--- src/rtl/flash_read_sequencer.sv ---
// flash_read_sequencer: fetches flash words over Avalon-MM, two 16-bit samples per word.
// Define FLASH_READ_TIMEOUT_EN to add the read watchdog and the timeout_err output.
`timescale 1ns/1ps
module flash_read_sequencer #(
    parameter int                ADDR_W         = 23,
    parameter int                DATA_W         = 32,
    parameter logic [ADDR_W-1:0] START_ADDR     = '0,
    parameter logic [ADDR_W-1:0] END_ADDR       = ADDR_W'('h7FFFF),
    parameter int                TIMEOUT_CYCLES = 255
) (
    input  logic              fast_clock,
    input  logic              reset_n,
    input  logic              sample_req,
    input  logic              reverse,
    input  logic              pause,
    input  logic              restart,
    output logic [ADDR_W-1:0] flash_mem_address,
    output logic              flash_mem_read,
    output logic [3:0]        flash_mem_byteenable,
    input  logic              flash_mem_waitrequest,
    input  logic [DATA_W-1:0] flash_mem_readdata,
    input  logic              flash_mem_readdatavalid,
    output logic [DATA_W-1:0] read_data,
    output logic              data_valid,
    output logic              data_bus_select,
    output logic              busy,
`ifdef FLASH_READ_TIMEOUT_EN
    output logic              timeout_err,
`endif
    output logic              req_dropped
);

    typedef enum logic [1:0] {
        IDLE,
        ISSUE,
        WAIT_DATA,
        DONE
    } state_t;

    state_t            state_q, state_d;
    logic [ADDR_W-1:0] addr_q, addr_d;
    logic [ADDR_W-1:0] fetch_addr_q, fetch_addr_d;
    logic              need_fetch_q, need_fetch_d;
    logic              pending_q, pending_d;
    logic              dropped_q, dropped_d;
    logic              sel_q, sel_d;
    logic              discard_q, discard_d;
    logic [DATA_W-1:0] data_q, data_d;
    logic [ADDR_W-1:0] addr_adv;
    logic              req_acc;

`ifdef FLASH_READ_TIMEOUT_EN
    localparam int TO_W = (TIMEOUT_CYCLES > 255) ? $clog2(TIMEOUT_CYCLES + 1) : 8;
    logic [TO_W-1:0] cnt_q, cnt_d;
    logic            tmo_q, tmo_d;
`endif

    always_comb begin
        state_d      = state_q;
        addr_d       = addr_q;
        fetch_addr_d = fetch_addr_q;
        need_fetch_d = need_fetch_q;
        pending_d    = pending_q;
        dropped_d    = dropped_q;
        sel_d        = sel_q;
        discard_d    = discard_q;
        data_d       = data_q;
`ifdef FLASH_READ_TIMEOUT_EN
        cnt_d        = cnt_q;
        tmo_d        = tmo_q;
`endif
        req_acc = sample_req & ~pause & ~restart;

        if (reverse) begin
            addr_adv = (addr_q == START_ADDR) ? END_ADDR : addr_q - ADDR_W'(1);
        end else begin
            addr_adv = (addr_q == END_ADDR) ? START_ADDR : addr_q + ADDR_W'(1);
        end

        // One request may queue behind an active fetch; any more are lost.
        if (state_q != IDLE && req_acc) begin
            if (pending_q) dropped_d = 1'b1;
            else           pending_d = 1'b1;
        end

        unique case (state_q)
            IDLE: begin
                if (req_acc || (pending_q && !restart)) begin
                    pending_d = pending_q & req_acc;
                    if (need_fetch_q) begin
                        state_d      = ISSUE;
                        fetch_addr_d = addr_q;
`ifdef FLASH_READ_TIMEOUT_EN
                        cnt_d        = '0;
`endif
                    end else begin
                        sel_d        = ~sel_q;
                        need_fetch_d = 1'b1;
                    end
                end
            end
            ISSUE: begin
                if (!flash_mem_waitrequest) state_d = WAIT_DATA;
            end
            WAIT_DATA: begin
                if (flash_mem_readdatavalid) begin
                    if (discard_q || restart) begin
                        state_d   = IDLE;
                        discard_d = 1'b0;
                    end else begin
                        data_d  = flash_mem_readdata;
                        sel_d   = reverse;
                        state_d = DONE;
                    end
                end
            end
            DONE: begin
                need_fetch_d = 1'b0;
                addr_d       = addr_adv;
                state_d      = IDLE;
            end
            default: state_d = IDLE;
        endcase

`ifdef FLASH_READ_TIMEOUT_EN
        if (state_q == ISSUE || state_q == WAIT_DATA) begin
            cnt_d = cnt_q + TO_W'(1);
            if (cnt_q == TO_W'(TIMEOUT_CYCLES)) begin
                if (discard_q || restart) begin
                    state_d   = IDLE;
                    discard_d = 1'b0;
                end else begin
                    data_d  = '0;
                    sel_d   = reverse;
                    tmo_d   = 1'b1;
                    state_d = DONE;
                end
            end
        end
`endif

        // A read already on the bus completes, but its word is thrown away.
        if (restart) begin
            addr_d       = reverse ? END_ADDR : START_ADDR;
            need_fetch_d = 1'b1;
            pending_d    = 1'b0;
            dropped_d    = 1'b0;
            if (state_d == ISSUE || state_d == WAIT_DATA) discard_d = 1'b1;
`ifdef FLASH_READ_TIMEOUT_EN
            tmo_d        = 1'b0;
`endif
        end
    end

    always_ff @(posedge fast_clock or negedge reset_n) begin
        if (!reset_n) begin
            state_q      <= IDLE;
            addr_q       <= START_ADDR;
            fetch_addr_q <= START_ADDR;
            need_fetch_q <= 1'b1;
            pending_q    <= 1'b0;
            dropped_q    <= 1'b0;
            sel_q        <= 1'b0;
            discard_q    <= 1'b0;
            data_q       <= '0;
`ifdef FLASH_READ_TIMEOUT_EN
            cnt_q        <= '0;
            tmo_q        <= 1'b0;
`endif
        end else begin
            state_q      <= state_d;
            addr_q       <= addr_d;
            fetch_addr_q <= fetch_addr_d;
            need_fetch_q <= need_fetch_d;
            pending_q    <= pending_d;
            dropped_q    <= dropped_d;
            sel_q        <= sel_d;
            discard_q    <= discard_d;
            data_q       <= data_d;
`ifdef FLASH_READ_TIMEOUT_EN
            cnt_q        <= cnt_d;
            tmo_q        <= tmo_d;
`endif
        end
    end

    assign flash_mem_address    = fetch_addr_q;
    assign flash_mem_read       = (state_q == ISSUE);
    assign flash_mem_byteenable = 4'hF;
    assign read_data            = data_q;
    assign data_valid           = (state_q == DONE);
    assign data_bus_select      = sel_q;
    assign busy                 = (state_q != IDLE);
    assign req_dropped          = dropped_q;
`ifdef FLASH_READ_TIMEOUT_EN
    assign timeout_err          = tmo_q;
`endif

endmodule

--- config.mk ---
export PLATFORM = sky130hd
export DESIGN_NAME = flash_read_sequencer
export DESIGN_NICKNAME = d
export VERILOG_FILES = /design/src/rtl/flash_read_sequencer.sv
export SDC_FILE = /design/constraint.sdc
export NUM_CORES = 1
export LEC_CHECK = 0
export CAP_MARGIN = 5
export CORE_MARGIN = 4
export CORE_UTILIZATION = 30
export DETAILED_ROUTE_END_ITERATION = 8
export SYNTH_ARGS = -nofsm -noshare
export SYNTH_HDL_FRONTEND = slang
export SYNTH_SLANG_ARGS = --single-unit
--- constraint.sdc ---
create_clock -name fast_clock -period 6.2 [get_ports fast_clock]
set_input_delay 1.55 -clock fast_clock [delete_from_list [all_inputs] [get_ports fast_clock]]
set_output_delay 1.55 -clock fast_clock [all_outputs]
set_load 0.03 [all_outputs]
==> insert_results.sql <==
INSERT INTO impl_metrics (metric_group, metric, value, unit) VALUES
('status', 'outcome', 'finished, final reports clean', ''),
('cells_and_area', 'layout.cells.most_common', 'sky130_fd_sc_hd__clkdlybuf4s50_1', ''),
('die', 'io_pins', '104', ''),
('cells_and_area', 'area_delta_synth_final', '30.1', '%'),
('global_routing', 'first_global_vias', '4166', ''),
('die', 'placeableCoreArea', '15300', 'µm²'),
('worst_setup_path', 'cp.depth', '7', ''),
('drt', 'drc', '0', ''),
('power', 'worst_ir_drop_vdd', '0.199', 'mV'),
('place', 'post-place-cells', '754', ''),
('timing', 'timing.slew.headroom', '27.7', '%'),
('worst_setup_path', 'path_buf_inv', '2', ''),
('drt', 'drt.antenna.violating_nets', '0', ''),
('clocking', 'holdBufCountCts', '0', ''),
('worst_setup_path', 'critPathCaptureType', 'flip-flop', ''),
('place', 'place_hpwl', '9810', 'µm'),
('place', 'routabilityCongestion', '0.936', ''),
('global_routing', 'gr-usage-all-layers', '15.7', '%'),
('clocking', 'max-clock-path-buffers', '2', ''),
('worst_hold_path', 'timing.hold.worst.class', 'flip-flop to flip-flop', ''),
('timing', 'final-hold-violation-count', '0', ''),
('power', 'netSwitchingPower', '939', 'µW'),
('die', 'die-width', '133', 'µm'),
('power', 'switching_share', '38.3', '%'),
('drt', 'detail_routed_via_count_per_cell', '5.40', ''),
('clocking', 'cts.htree.levels', '3', ''),
('timing', 'finClkSkew', '6.86', 'ps'),
('timing', 'timing_worst_slew_pin_value', '1080', 'ps'),
('place', 'dpl-instance-area', '5830', 'µm²'),
('cells_and_area', 'final_cells', '770', ''),
('worst_setup_path', 'worst-endpoint-required', '6440', 'ps'),
('timing', 'max_freq', '249', 'MHz'),
('clocking', 'tritoncts_num_sinks', '85', ''),
('cells_and_area', 'design.final.nets', '597', ''),
('worst_setup_path', 'cpMostUsedCell', 'sky130_fd_sc_hd__a21o_1', ''),
('drt', 'vias', '4157', ''),
('die', 'die_area', '17800', 'µm²'),
('cells_and_area', 'area.sequential', '2130', 'µm²'),
('clocking', 'clock-root-buffer', 'sky130_fd_sc_hd__clkbuf_16', ''),
('die', 'initial_utilization', '30.8', '%'),
('worst_setup_path', 'rr_worst_depth', '7', ''),
('worst_setup_path', 'timing.reg2reg.setup_slack', '3460', 'ps'),
('worst_setup_path', 'critPathMaxFanout', '27', ''),
('place', 'port_buffers', '99', ''),
('clocking', 'clk_latency', '350', 'ps'),
('power', 'p_clk_share', '22.8', '%'),
('cells_and_area', 'layout.filler_cells', '1508', ''),
('logic_synthesis', 'postSynth.topFlopCell', 'sky130_fd_sc_hd__dfrtp_1', ''),
('worst_setup_path', 'cp_slowest_cell', 'sky130_fd_sc_hd__clkdlybuf4s50_1', ''),
('worst_hold_path', 'whs_path_depth', '2', ''),
('worst_setup_path', 'max_stage_delay', '1110', 'ps'),
('logic_synthesis', 'synthCells', '479', ''),
('worst_setup_path', 'critical_path_class', 'input pin to flip-flop', ''),
('drt', 'drt_first_pass_iters', '5', ''),
('drt', 'wl_per_cell', '17.9', 'µm'),
('logic_synthesis', 'yosysSeqAreaShare', '45.1', '%'),
('clocking', 'cts.clk_slew.worst_paths', '60', 'ps'),
('logic_synthesis', 'synth_async_sr_flop_share', '100', '%'),
('cells_and_area', 'layout-drive-gt1-share', '16.8', '%'),
('job', 'cap_violations', '0', ''),
('global_routing', 'gr-total-overflow', '0', ''),
('worst_setup_path', 'critical_path.cell_chain', 'clkdlybuf4s50_1 -> inv_1 -> or3_1 -> nor4_1 -> a31oi_1 -> a21o_1 -> a21o_1', ''),
('timing', 'fin_setup_tns', '0', 'ps'),
('timing', 'setup_violations', '0', ''),
('clocking', 'post_cts_resize_count', '0', ''),
('power', 'p_leak', '2.50', 'nW'),
('timing', 'layout_min_cycle_time', '4010', 'ps'),
('logic_synthesis', 'synthesis.area', '4720', 'µm²'),
('power', 'power.share.combinational', '41.6', '%'),
('drt', 'drt_iter0_drc', '383', ''),
('power', 'p_int', '1.51', 'mW');
-- final timing paths --
path / start / endpoint
min reg2reg: flash_mem_address[13] / flash_mem_address[13]
max: reverse / addr_q[21]
max reg2reg: addr_q[0] / addr_q[13]
min: flash_mem_address[13] / flash_mem_address[13]
max in group asynchronous: reset_n / flash_mem_address[9]
min in group asynchronous: reset_n / read_data[2]
-- cells in the mapped netlist (all sizes together), types with 6 or more instances --
library cell,n,area share (%)
dfrtp,84,45
mux2,52,12
nand2,35,2.8
nor2,32,2.5
o21ai,29,3.1
nand3,24,2.9
buf,22,2.4
clkbuf,21,1.7
a21oi,20,2.1
nor3,20,2.3
inv,13,1.0
a31oi,11,1.5
nor4,11,2.2
nand4,10,1.6
or3,9,1.2
and3,6,0.79
o311ai,6,1.1
-- worst reg2reg max path, delay by kind of cell (launching register included) --
kind	cells	cell delay (ps)
DFF	1	500
and+or+nand+nor	4	830
adders and majority gates	1	370
AOI/OAI and AO/OA	2	940
-- power by group through the flow --
stage / clock network (mW) / registers [mW] / logic, mW
floorplan: 0 / 1.14 / 0.321
global placement: 0 / 0.875 / 1.02
detailed placement: 0 / 0.884 / 1.03
CTS: 0.582 / 0.875 / 1.03
global route: 0.608 / 0.900 / 1.08
finish: 0.559 / 0.874 / 1.02
-- kinds of logic (layout without fill, tap and decap cells) --
| group | Yosys count | in the layout | synth area share (%) |
|---|---|---|---|
| AOI/OAI and AO/OA | 100 | 100 | 13.9 |
| and+or+nand+nor | 169 | 169 | 20.2 |
| muxes | 56 | 56 | 13.2 |
| DFF | 85 | 85 | 45.1 |
| xor gates and xnor gates | 9 | 9 | 1.67 |
| buffers and inverters | 56 | 133 | 5.06 |
| adders and majority gates | 3 | 3 | 0.795 |
| other | 1 | 4 | 0.0794 |
-- stage by stage --
stage	utilization [%]	hold WS, ps	total power, mW	worst slack [ps]
5_1_grt	40.1	520	2.59	1960
4_1_cts	40.1	487	2.49	2230
6_report	40.1	478	2.45	2190
3_5_place_dp	38.1	473	1.91	1840
3_3_place_gp	38.1	471	1.89	1900
2_1_floorplan	-	484	1.46	3120
-- layout make-up --
class | instances | share of cell area, %
Multi-Input combinational cell | 341 | 38.5
Tap cell | 211 | 4.30
Inverter | 13 | 0.794
Clock buffer | 10 | 3.89
Timing Repair Buffer | 104 | 16.7
Sequential cell | 85 | 34.6
Clock inverter | 6 | 1.14
-- metal layers --
layer / vias up / global-route usage, % / wire, µm
li1: 1910 / - / -
met2: 172 / 25.7 / 6750
met1: 2055 / 20.2 / 5830
met3: 20 / 4.46 / 966
met5: - / 0 / 0
met4: 0 / 4.80 / 260
-- flip-flops by register name, summed over array words and instances, names as in the netlist --
name and cells:
data_bus_select 1, pending_q 1, flash_mem_address 23, addr_q 23, state_q 2, need_fetch_q 1
read_data 32, discard_q 1, req_dropped 1
(Power assumes the default switching activity.)
